--- src/rtl/spi_block_sequencer_if.sv ---
// Block/byte handshake bundle between the AES datapath, the block sequencer and the SPI byte engine.
// master = sequencer view, slave = surrounding datapath/engine view.
interface spi_block_sequencer_if #(
  parameter int unsigned NBYTES = 16
) ();
  logic                  blk_valid;
  logic                  blk_ready;
  logic [8*NBYTES-1:0]   blk_tx;
  logic [8*NBYTES-1:0]   blk_rx;
  logic                  blk_rx_valid;
  logic                  byte_start;
  logic [7:0]            byte_tx;
  logic [7:0]            byte_rx;
  logic                  byte_done;
  logic                  cs_n;
  logic                  busy;

  modport master (
    input  blk_valid, blk_tx, byte_rx, byte_done,
    output blk_ready, blk_rx, blk_rx_valid, byte_start, byte_tx, cs_n, busy
  );

  modport slave (
    output blk_valid, blk_tx, byte_rx, byte_done,
    input  blk_ready, blk_rx, blk_rx_valid, byte_start, byte_tx, cs_n, busy
  );
endinterface

--- src/rtl/spi_block_sequencer.sv ---
// Moves one NBYTES block through the 8-bit SPI byte engine, MSB byte first, cs_n held low per block.
// Optional feature macro: SPI_SEQ_TIMEOUT_EN adds a byte_done watchdog and the sticky timeout_err port.
module spi_block_sequencer #(
  parameter int unsigned NBYTES     = 16,
  parameter int unsigned CS_SETUP   = 2,
  parameter int unsigned GAP_CYCLES = 1
`ifdef SPI_SEQ_TIMEOUT_EN
  , parameter int unsigned TIMEOUT_CYCLES = 1024
`endif
) (
  input  logic                   clk,
  input  logic                   rst_n,
  spi_block_sequencer_if.master  bus
`ifdef SPI_SEQ_TIMEOUT_EN
  , output logic                 timeout_err
`endif
);

  localparam int unsigned DW       = 8 * NBYTES;
  localparam int unsigned CNT_W    = $clog2(NBYTES + 1);
  localparam int unsigned BASE_MAX = (CS_SETUP > GAP_CYCLES) ? CS_SETUP : GAP_CYCLES;
`ifdef SPI_SEQ_TIMEOUT_EN
  localparam int unsigned TMR_MAX  = (TIMEOUT_CYCLES > BASE_MAX) ? TIMEOUT_CYCLES : BASE_MAX;
`else
  localparam int unsigned TMR_MAX  = BASE_MAX;
`endif
  localparam int unsigned TMR_W    = (TMR_MAX < 2) ? 1 : $clog2(TMR_MAX);

  typedef enum logic [2:0] {
    S_IDLE, S_SETUP, S_START, S_WAIT, S_GAP, S_HOLD
  } state_t;

  state_t           state;
  logic [DW-1:0]    tx_sh;
  logic [DW-1:0]    rx_sh;
  logic [CNT_W-1:0] cnt;
  logic [TMR_W-1:0] tmr;

  logic [DW-1:0]    tx_next;
  logic [DW-1:0]    rx_next;
  logic [CNT_W-1:0] cnt_next;

  // Shift/count values committed when the engine reports a finished byte.
  always_comb begin
    tx_next  = tx_sh << 8;
    rx_next  = (rx_sh << 8) | DW'(bus.byte_rx);
    cnt_next = cnt + CNT_W'(1);
  end

  always_ff @(posedge clk) begin
    if (!rst_n) begin
      state            <= S_IDLE;
      tx_sh            <= '0;
      rx_sh            <= '0;
      cnt              <= '0;
      tmr              <= '0;
      bus.blk_ready    <= 1'b1;
      bus.cs_n         <= 1'b1;
      bus.byte_start   <= 1'b0;
      bus.byte_tx      <= '0;
      bus.blk_rx       <= '0;
      bus.blk_rx_valid <= 1'b0;
      bus.busy         <= 1'b0;
`ifdef SPI_SEQ_TIMEOUT_EN
      timeout_err      <= 1'b0;
`endif
    end else begin
      bus.byte_start   <= 1'b0;
      bus.blk_rx_valid <= 1'b0;
      case (state)
        S_IDLE: begin
          if (bus.blk_valid && bus.blk_ready) begin
            tx_sh         <= bus.blk_tx;
            rx_sh         <= '0;
            cnt           <= '0;
            tmr           <= '0;
            bus.cs_n      <= 1'b0;
            bus.blk_ready <= 1'b0;
            bus.busy      <= 1'b1;
            state         <= S_SETUP;
          end
        end
        S_SETUP: begin
          if (tmr == TMR_W'(CS_SETUP - 1)) begin
            tmr            <= '0;
            bus.byte_start <= 1'b1;
            bus.byte_tx    <= tx_sh[DW-1 -: 8];
            state          <= S_START;
          end else begin
            tmr <= tmr + TMR_W'(1);
          end
        end
        S_START: begin
          tmr   <= '0;
          state <= S_WAIT;
        end
        S_WAIT: begin
          if (bus.byte_done) begin
            tx_sh <= tx_next;
            rx_sh <= rx_next;
            cnt   <= cnt_next;
            tmr   <= '0;
            // Last byte: publish the block in the same edge that releases chip-select.
            if (cnt_next == CNT_W'(NBYTES)) begin
              bus.cs_n         <= 1'b1;
              bus.blk_rx       <= rx_next;
              bus.blk_rx_valid <= 1'b1;
              state            <= S_HOLD;
            end else if (GAP_CYCLES == 0) begin
              bus.byte_start <= 1'b1;
              bus.byte_tx    <= tx_next[DW-1 -: 8];
              state          <= S_START;
            end else begin
              state <= S_GAP;
            end
          end
`ifdef SPI_SEQ_TIMEOUT_EN
          else if (tmr == TMR_W'(TIMEOUT_CYCLES - 1)) begin
            timeout_err   <= 1'b1;
            bus.cs_n      <= 1'b1;
            bus.busy      <= 1'b0;
            bus.blk_ready <= 1'b1;
            state         <= S_IDLE;
          end else begin
            tmr <= tmr + TMR_W'(1);
          end
`endif
        end
        S_GAP: begin
          if (tmr == TMR_W'(GAP_CYCLES - 1)) begin
            tmr            <= '0;
            bus.byte_start <= 1'b1;
            bus.byte_tx    <= tx_sh[DW-1 -: 8];
            state          <= S_START;
          end else begin
            tmr <= tmr + TMR_W'(1);
          end
        end
        S_HOLD: begin
          bus.blk_ready <= 1'b1;
          bus.busy      <= 1'b0;
          state         <= S_IDLE;
        end
        default: begin
          bus.cs_n      <= 1'b1;
          bus.blk_ready <= 1'b1;
          bus.busy      <= 1'b0;
          state         <= S_IDLE;
        end
      endcase
    end
  end

endmodule
--- src/flat_wrapper.sv ---
// flat-port wrapper written by rule: the top's interface ports become plain ports
module spi_block_sequencer_flat 
#(
  parameter int unsigned NBYTES     = 16,
  parameter int unsigned CS_SETUP   = 2,
  parameter int unsigned GAP_CYCLES = 1

)
  (clk, rst_n, bus_blk_valid, bus_blk_tx, bus_byte_rx, bus_byte_done, bus_blk_ready, bus_blk_rx, bus_blk_rx_valid, bus_byte_start, bus_byte_tx, bus_cs_n, bus_busy);
  spi_block_sequencer_if #(.NBYTES(NBYTES)) bus_i ();
  input  logic clk;
  input  logic rst_n;
  input wire logic [$bits(bus_i.blk_valid)-1:0] bus_blk_valid;
  input wire logic [$bits(bus_i.blk_tx)-1:0] bus_blk_tx;
  input wire logic [$bits(bus_i.byte_rx)-1:0] bus_byte_rx;
  input wire logic [$bits(bus_i.byte_done)-1:0] bus_byte_done;
  output wire logic [$bits(bus_i.blk_ready)-1:0] bus_blk_ready;
  output wire logic [$bits(bus_i.blk_rx)-1:0] bus_blk_rx;
  output wire logic [$bits(bus_i.blk_rx_valid)-1:0] bus_blk_rx_valid;
  output wire logic [$bits(bus_i.byte_start)-1:0] bus_byte_start;
  output wire logic [$bits(bus_i.byte_tx)-1:0] bus_byte_tx;
  output wire logic [$bits(bus_i.cs_n)-1:0] bus_cs_n;
  output wire logic [$bits(bus_i.busy)-1:0] bus_busy;
  assign bus_i.blk_valid = bus_blk_valid;
  assign bus_i.blk_tx = bus_blk_tx;
  assign bus_i.byte_rx = bus_byte_rx;
  assign bus_i.byte_done = bus_byte_done;
  assign bus_blk_ready = bus_i.blk_ready;
  assign bus_blk_rx = bus_i.blk_rx;
  assign bus_blk_rx_valid = bus_i.blk_rx_valid;
  assign bus_byte_start = bus_i.byte_start;
  assign bus_byte_tx = bus_i.byte_tx;
  assign bus_cs_n = bus_i.cs_n;
  assign bus_busy = bus_i.busy;
  spi_block_sequencer #(.NBYTES(NBYTES), .CS_SETUP(CS_SETUP), .GAP_CYCLES(GAP_CYCLES)) u_core (.clk(clk), .rst_n(rst_n), .bus(bus_i));
endmodule
--- config.mk ---
export PLATFORM = sky130hd
export DESIGN_NAME = spi_block_sequencer_flat
export DESIGN_NICKNAME = d
export VERILOG_FILES = /design/src/rtl/spi_block_sequencer_if.sv /design/src/rtl/spi_block_sequencer.sv /design/src/flat_wrapper.sv
export SDC_FILE = /design/constraint.sdc
export NUM_CORES = 1
export LEC_CHECK = 0
export CORE_UTILIZATION = 55
export DETAILED_ROUTE_END_ITERATION = 6
export PLACE_DENSITY = 0.89
export SLEW_MARGIN = 40
export SYNTH_ARGS = -nofsm -noshare
export SYNTH_HDL_FRONTEND = slang
export SYNTH_SLANG_ARGS = --single-unit
--- constraint.sdc ---
create_clock -name clk -period 4.1 [get_ports clk]
set_input_delay 1.23 -clock clk [delete_from_list [all_inputs] [get_ports clk]]
set_output_delay 1.23 -clock clk [all_outputs]
set_load 0.02 [all_outputs]
---- Yosys cells after proc, flatten, opt, wreduce, memory -nomap -nowiden ----
Cells that the tools add are included.
word-level totals
  register bits after elaboration ......... 398
  bits of input ports ..................... 140
  output and inout bits ................... 141
  word-level logic and storage cells ...... 76
cells by class
  $add $sub $neg .......................... 2
  equality and inequality tests ........... 11
  muxes and demuxes ....................... 33
  bitwise operators ....................... 3
  reductions and logical operators ........ 15
operator list
  kind                                                                     count
  128-bit two-way mux                                                      2
  128-bit one-hot mux with 2 select lines                                  1
  120-bit two-way mux                                                      2
  120-bit one-hot mux with 2 select lines                                  1
  128-bit by 8-bit OR with 128-bit output                                  1
  8-bit two-way mux                                                        2
  8-bit one-hot mux with 2 select lines                                    1
  3-bit one-hot mux with 5 select lines                                    1
  3-bit AND reduction                                                      5
  3-bit two-way mux                                                        4
  1-bit two-way mux                                                        11
  5-bit two-way mux                                                        2
  5-bit one-hot mux with 2 select lines                                    1
  4-bit AND reduction                                                      2
  4-bit OR reduction                                                       2
  3-bit by 2-bit == test with 1-bit output, second input constant          2
  3-bit == test, second input constant                                     2
  2-bit by 1-bit inequality test with 1-bit output, second input constant  3
  1-bit one-hot mux with 2 select lines                                    3
  5-bit by 1-bit adder with 5-bit output, second input constant            1
  5-bit == test, second input constant                                     1
  1-bit one-hot mux with 5 select lines                                    1
  5-bit nonzero test                                                       1
  2-bit inequality test, second input constant                             2
  other kinds (8)                                                          10

---- Depth between registers and ports, before layout ----
  depth after elaboration ................. 5
  depth in mapped cells ................... 7

---- Worst setup path before layout ----
No wires, ideal clock.
  path type ............................... in2reg
  start ................................... in rst_n
  end ..................................... reg u_core.rx_sh[100]
  arrival time ............................ 2.411 ns
  data required time ...................... 4.026 ns
  path slack .............................. 1.614 ns
  cell stages on the path ................. 6
  path buffers ............................ 3
  cell sequence ........................... clkbuf_1 > buf_2 > clkbuf_1 > nand2_1 > or3_1 > o21ai_0
RTL lines
  item                  RTL line                    text
  start, declared       flat_wrapper.sv:12          input logic rst_n;
  end signal, assigned  spi_block_sequencer.sv:100  rx_sh <= rx_next;
  end, declared         spi_block_sequencer.sv:35   logic [DW-1:0] rx_sh;

---- Final worst setup path ----
  start ................................... reg u_core.bus.blk_ready
  end ..................................... out bus_blk_ready
RTL lines
  item                    RTL line                      text
  start, declared         spi_block_sequencer_if.sv:20  output blk_ready, blk_rx, blk_rx_valid, byte_start, byte_tx, cs_n, busy
  start signal, assigned  spi_block_sequencer.sv:57     bus.blk_ready <= 1'b1;
  start signal, assigned  spi_block_sequencer.sv:78     bus.blk_ready <= 1'b0;
  start signal, assigned  spi_block_sequencer.sv:140    bus.blk_ready <= 1'b1;
  end, declared           flat_wrapper.sv:17            output wire logic [$bits(bus_i.blk_ready)-1:0] bus_blk_ready;
No word-level cell between the ends.

==> qor.log <==
qor: power.finalPower 8.73 mW
qor: floorplanning.floorplan_core_area 27000 um2
qor: power.ir_drop 0.267 mV
qor: sta.setup_repair_after_global_routing_missed_its_margin no
qor: clock_tree.post_cts_resize_count 0
qor: critical_path.critical_path_cell_by_cell clkdlybuf4s50_1
qor: critical_path.critPathArrivalTime 1.58 ns
qor: route.post_drt_via_cell_ratio 5.78
qor: sta.post-route-min-period 2.81 ns
qor: global_route.track_usage 27.5%
qor: synth.post_synth_main_area_contributors dfxtp_1 (52%), nand2_1 (13%), mux2i_1 (8.5%), o21ai_0 (7.6%), a31oi_1 (5.1%)
qor: power.cell_pwr_density 451 nW/um2
qor: sta.clock-skew-final 0.0206 ns
qor: floorplanning.fp.dieH 168 um
qor: floorplanning.floorplan.initialDensity 56.3%
qor: global_route.grt_pass1_vias 12800
qor: route.route.detailed.drc 0
qor: cells_and_area.postLayoutCoreUtil 71.6%
qor: critical_path.critPathMaxFanout 4
qor: route.drt_wl_total 39900 um
qor: clock_tree.cts.hold.buffers_added 0
qor: synth.synth_cells 1765
qor: global_route.groute.layer.met1.usage 34.1%
qor: run_status.run_status completed
qor: sta.timing.final.setup_violations 0
qor: synth.ys_seq_area_share 52.3%
qor: synth.synth.top_cells.by_count nand2_1 (510), dfxtp_1 (398), o21ai_0 (232)
qor: route.detail_route.iter0.violations 1369
qor: global_route.number_of_antenna_violations_at_the_first_check_in_global_routing 0
qor: critical_path.critPathMaxStageDelay 0.67 ns
qor: critical_path.cp-end-kind primary output
qor: synth.post_synth.cell_area_avg 8.63 um2
qor: synth.synth_xor_area_share 0%
qor: critical_path.worstPathRequired 2.87 ns
qor: clock_tree.clock-root-buffer clkbuf_16
qor: critical_path.worst_setup_path_startpoint u_core.bus.blk_ready$_SDFFE_PN1P_
qor: synth.synth_compound_area_share 14.7%
qor: clock_tree.clock_tree.buffer_depth 3
qor: placed_design.post-place-cells 2247
qor: floorplanning.floorplan.io_pins 281
qor: synth.synth.mux.area_fraction 8.56%
qor: cells_and_area.final_layout_size_suffix_gt1_share 4.36%
qor: synth.synth_seq_cells 398
qor: min_path.hold_path_depth 2
qor: critical_path.rr_worst_depth 5
qor: synth.post_synth_fa_ha_maj_area_fraction 0.0822%
qor: synth.ys.warnings.count 0
qor: synth.syn-cell-area 15200 um2
qor: clock_tree.postCtsSetupBuffers 0
qor: floorplanning.floorplan.rows 60
qor: placed_design.place_hpwl 25100 um
qor: global_route.gr-total-overflow 0
qor: critical_path.cp-start-kind register
qor: synth.synth_enable_flop_cells 0
qor: synth.synth_largest_type_area_fraction 52.3%
qor: floorplanning.floorplan.die_area 28300 um2
qor: sta.timing.max_slew.rel_slack 45.3%
qor: global_route.grt_first_pass_wirelength 63900 um
qor: sta.timing.final.crit_share 68.5%
qor: critical_path.cpMaxStageDelayCell clkdlybuf4s50_1
qor: synth.synth.most_common_cell nand2_1
qor: global_route.gr-usage-met3 5.34%
qor: critical_path.worst-setup-path-type register to primary output
qor: critical_path.total_number_of_cells_along_the_worst_setup_path 1
qor: route.detail-route-antenna-nets 0
qor: clock_tree.tritoncts built
qor: cells_and_area.number_of_nets_in_the_final_layout 2089
qor: clock_tree.tritoncts.num_buffers 40
qor: power.power.static_leakage 6.74 nW
qor: synth.synthDistinctLibCells 40
qor: placed_design.numPortBuffers 280
qor: synth.synth_top_flop_cell dfxtp_1
qor: sta.worst-slew-pin-transition 0.820 ns
qor: global_route.highest_utilization_routing_layer_at_the_global_route_stage met2
qor: clock_tree.clkLatencyLatePin 0.54 ns
qor: critical_path.regToRegStartpoint u_core.state[1]$_SDFFE_PN0P_
qor: route.routedWlPerCell 17.2 um
qor: min_path.min-delay-start u_core.bus.blk_rx[41]$_SDFFE_PN0P_
qor: synth.synth_top_family_by_area simple AND/OR/NAND/NOR gates
qor: job.timing.max_cap.violations 0
qor: cells_and_area.layout-area-overhead-vs-synth 27.2%
qor: critical_path.path_buf_inv 1
qor: placed_design.routabilityCongestion 0.893
qor: route.routed-via-count 13400
qor: critical_path.largest_delay_contributor_family_on_the_critical_path buffers and inverters
qor: synth.synth_top_cell_by_area dfxtp_1
qor: sta.final-hold-violation-count 0
qor: clock_tree.clk_transition_reported_paths 0.06 ns
qor: sta.summed_negative_setup_slack_over_all_endpoints 0 ns
qor: synth.yosys.area_share.simple 19.2%
qor: sta.slew_violations 0
qor: global_route.largest_net_degree_at_the_start_of_global_routing 190
qor: floorplanning.die_width 168 um
qor: cells_and_area.antenna-diode-count 0
qor: route.drt-pass1-iter-count 5
qor: clock_tree.clock-sinks 398
qor: clock_tree.h-tree-depth 2
qor: synth.synthesis.nets 1906
qor: min_path.hold_class register to register
qor: synth.synth_async_sr_flop_share 0%
qor: sta.max_freq 0.356 GHz
qor: global_route.met2_usage 46.3%
qor: cells_and_area.finalNonFillerCells 2315
sequential cells by signal, indices dropped and copies added (netlist names), 3 cells and up:
signal              count
u_core.rx_sh          120
u_core.bus.byte_tx      8
u_core.cnt              5
u_core.state            3
u_core.bus.blk_rx     128
u_core.tx_sh          128
through the flow:
step	hold WS [ns]	cell area (um2)	worst slack (ns)
final	0.456	19400	1.29
after global routing	0.467	19400	1.09
after CTS	0.459	19400	1.27
after detailed placement	0.448	18000	0.845
after global placement	0.441	17900	0.899
after floorplan	0.435	15200	1.61
per-layer routing:
metal	vias up	wire length [um]
li1	6408	-
met1	6283	16100
met2	595	19400
met3	101	2860
met4	0	1500
met5	-	0
final timing paths:
check                                        to  slack (ns)
max                               bus_blk_ready        1.29
min          u_core.bus.blk_rx[41]$_SDFFE_PN0P_        0.46
max reg2reg  u_core.bus.blk_rx[31]$_SDFFE_PN0P_        1.32
min reg2reg  u_core.bus.blk_rx[41]$_SDFFE_PN0P_        0.46
final cells by class:
class | count | area (um2)
clock buffers | 56 | 1130
inverters | 2 | 7.51
fillers | 1924 | 7660
repair buffers | 298 | 3060
well taps | 341 | 427
multi-input cells | 1208 | 6500
flip-flops and latches | 398 | 7970
clock inverters | 12 | 269
power by group:
part           internal [mW]  switching (mW)
logic                  0.293           0.437
registers               4.04           0.102
clock network           2.37            1.49
cells in the final DEF (no fill, tap or decap), types with 2 or more instances in the layout:
master / Yosys / routed
buf_4: 11 / 9
nor2b_1: 4 / 4
o21ai_0: 232 / 232
and2_1: 2 / 2
clkbuf_8: 0 / 7
o21ai_1: 20 / 20
nand2_1: 510 / 510
clkbuf_1: 87 / 9
nand3b_1: 4 / 4
nand3_1: 12 / 12
or3_1: 123 / 123
a32oi_1: 2 / 2
buf_12: 0 / 9
inv_1: 2 / 2
clkdlybuf4s50_1: 0 / 279
a31oi_1: 124 / 124
mux2i_1: 129 / 129
bufinv_16: 0 / 7
clkbuf_16: 0 / 40
clkinv_2: 0 / 2
a21oi_1: 8 / 7
clkinv_8: 0 / 3
dfxtp_1: 398 / 398
a22o_1: 9 / 9
nor2_1: 10 / 10
kinds of logic after synthesis:
kind of cell,after synthesis
multiplexers,130
buffers and inverters,159
adder cells (fa/ha/maj),1
AO/OA/AOI/OAI,402
flip-flops,398
AND/OR/NAND/NOR,675
No activity file was read; power rests on OpenSTA's default activity.
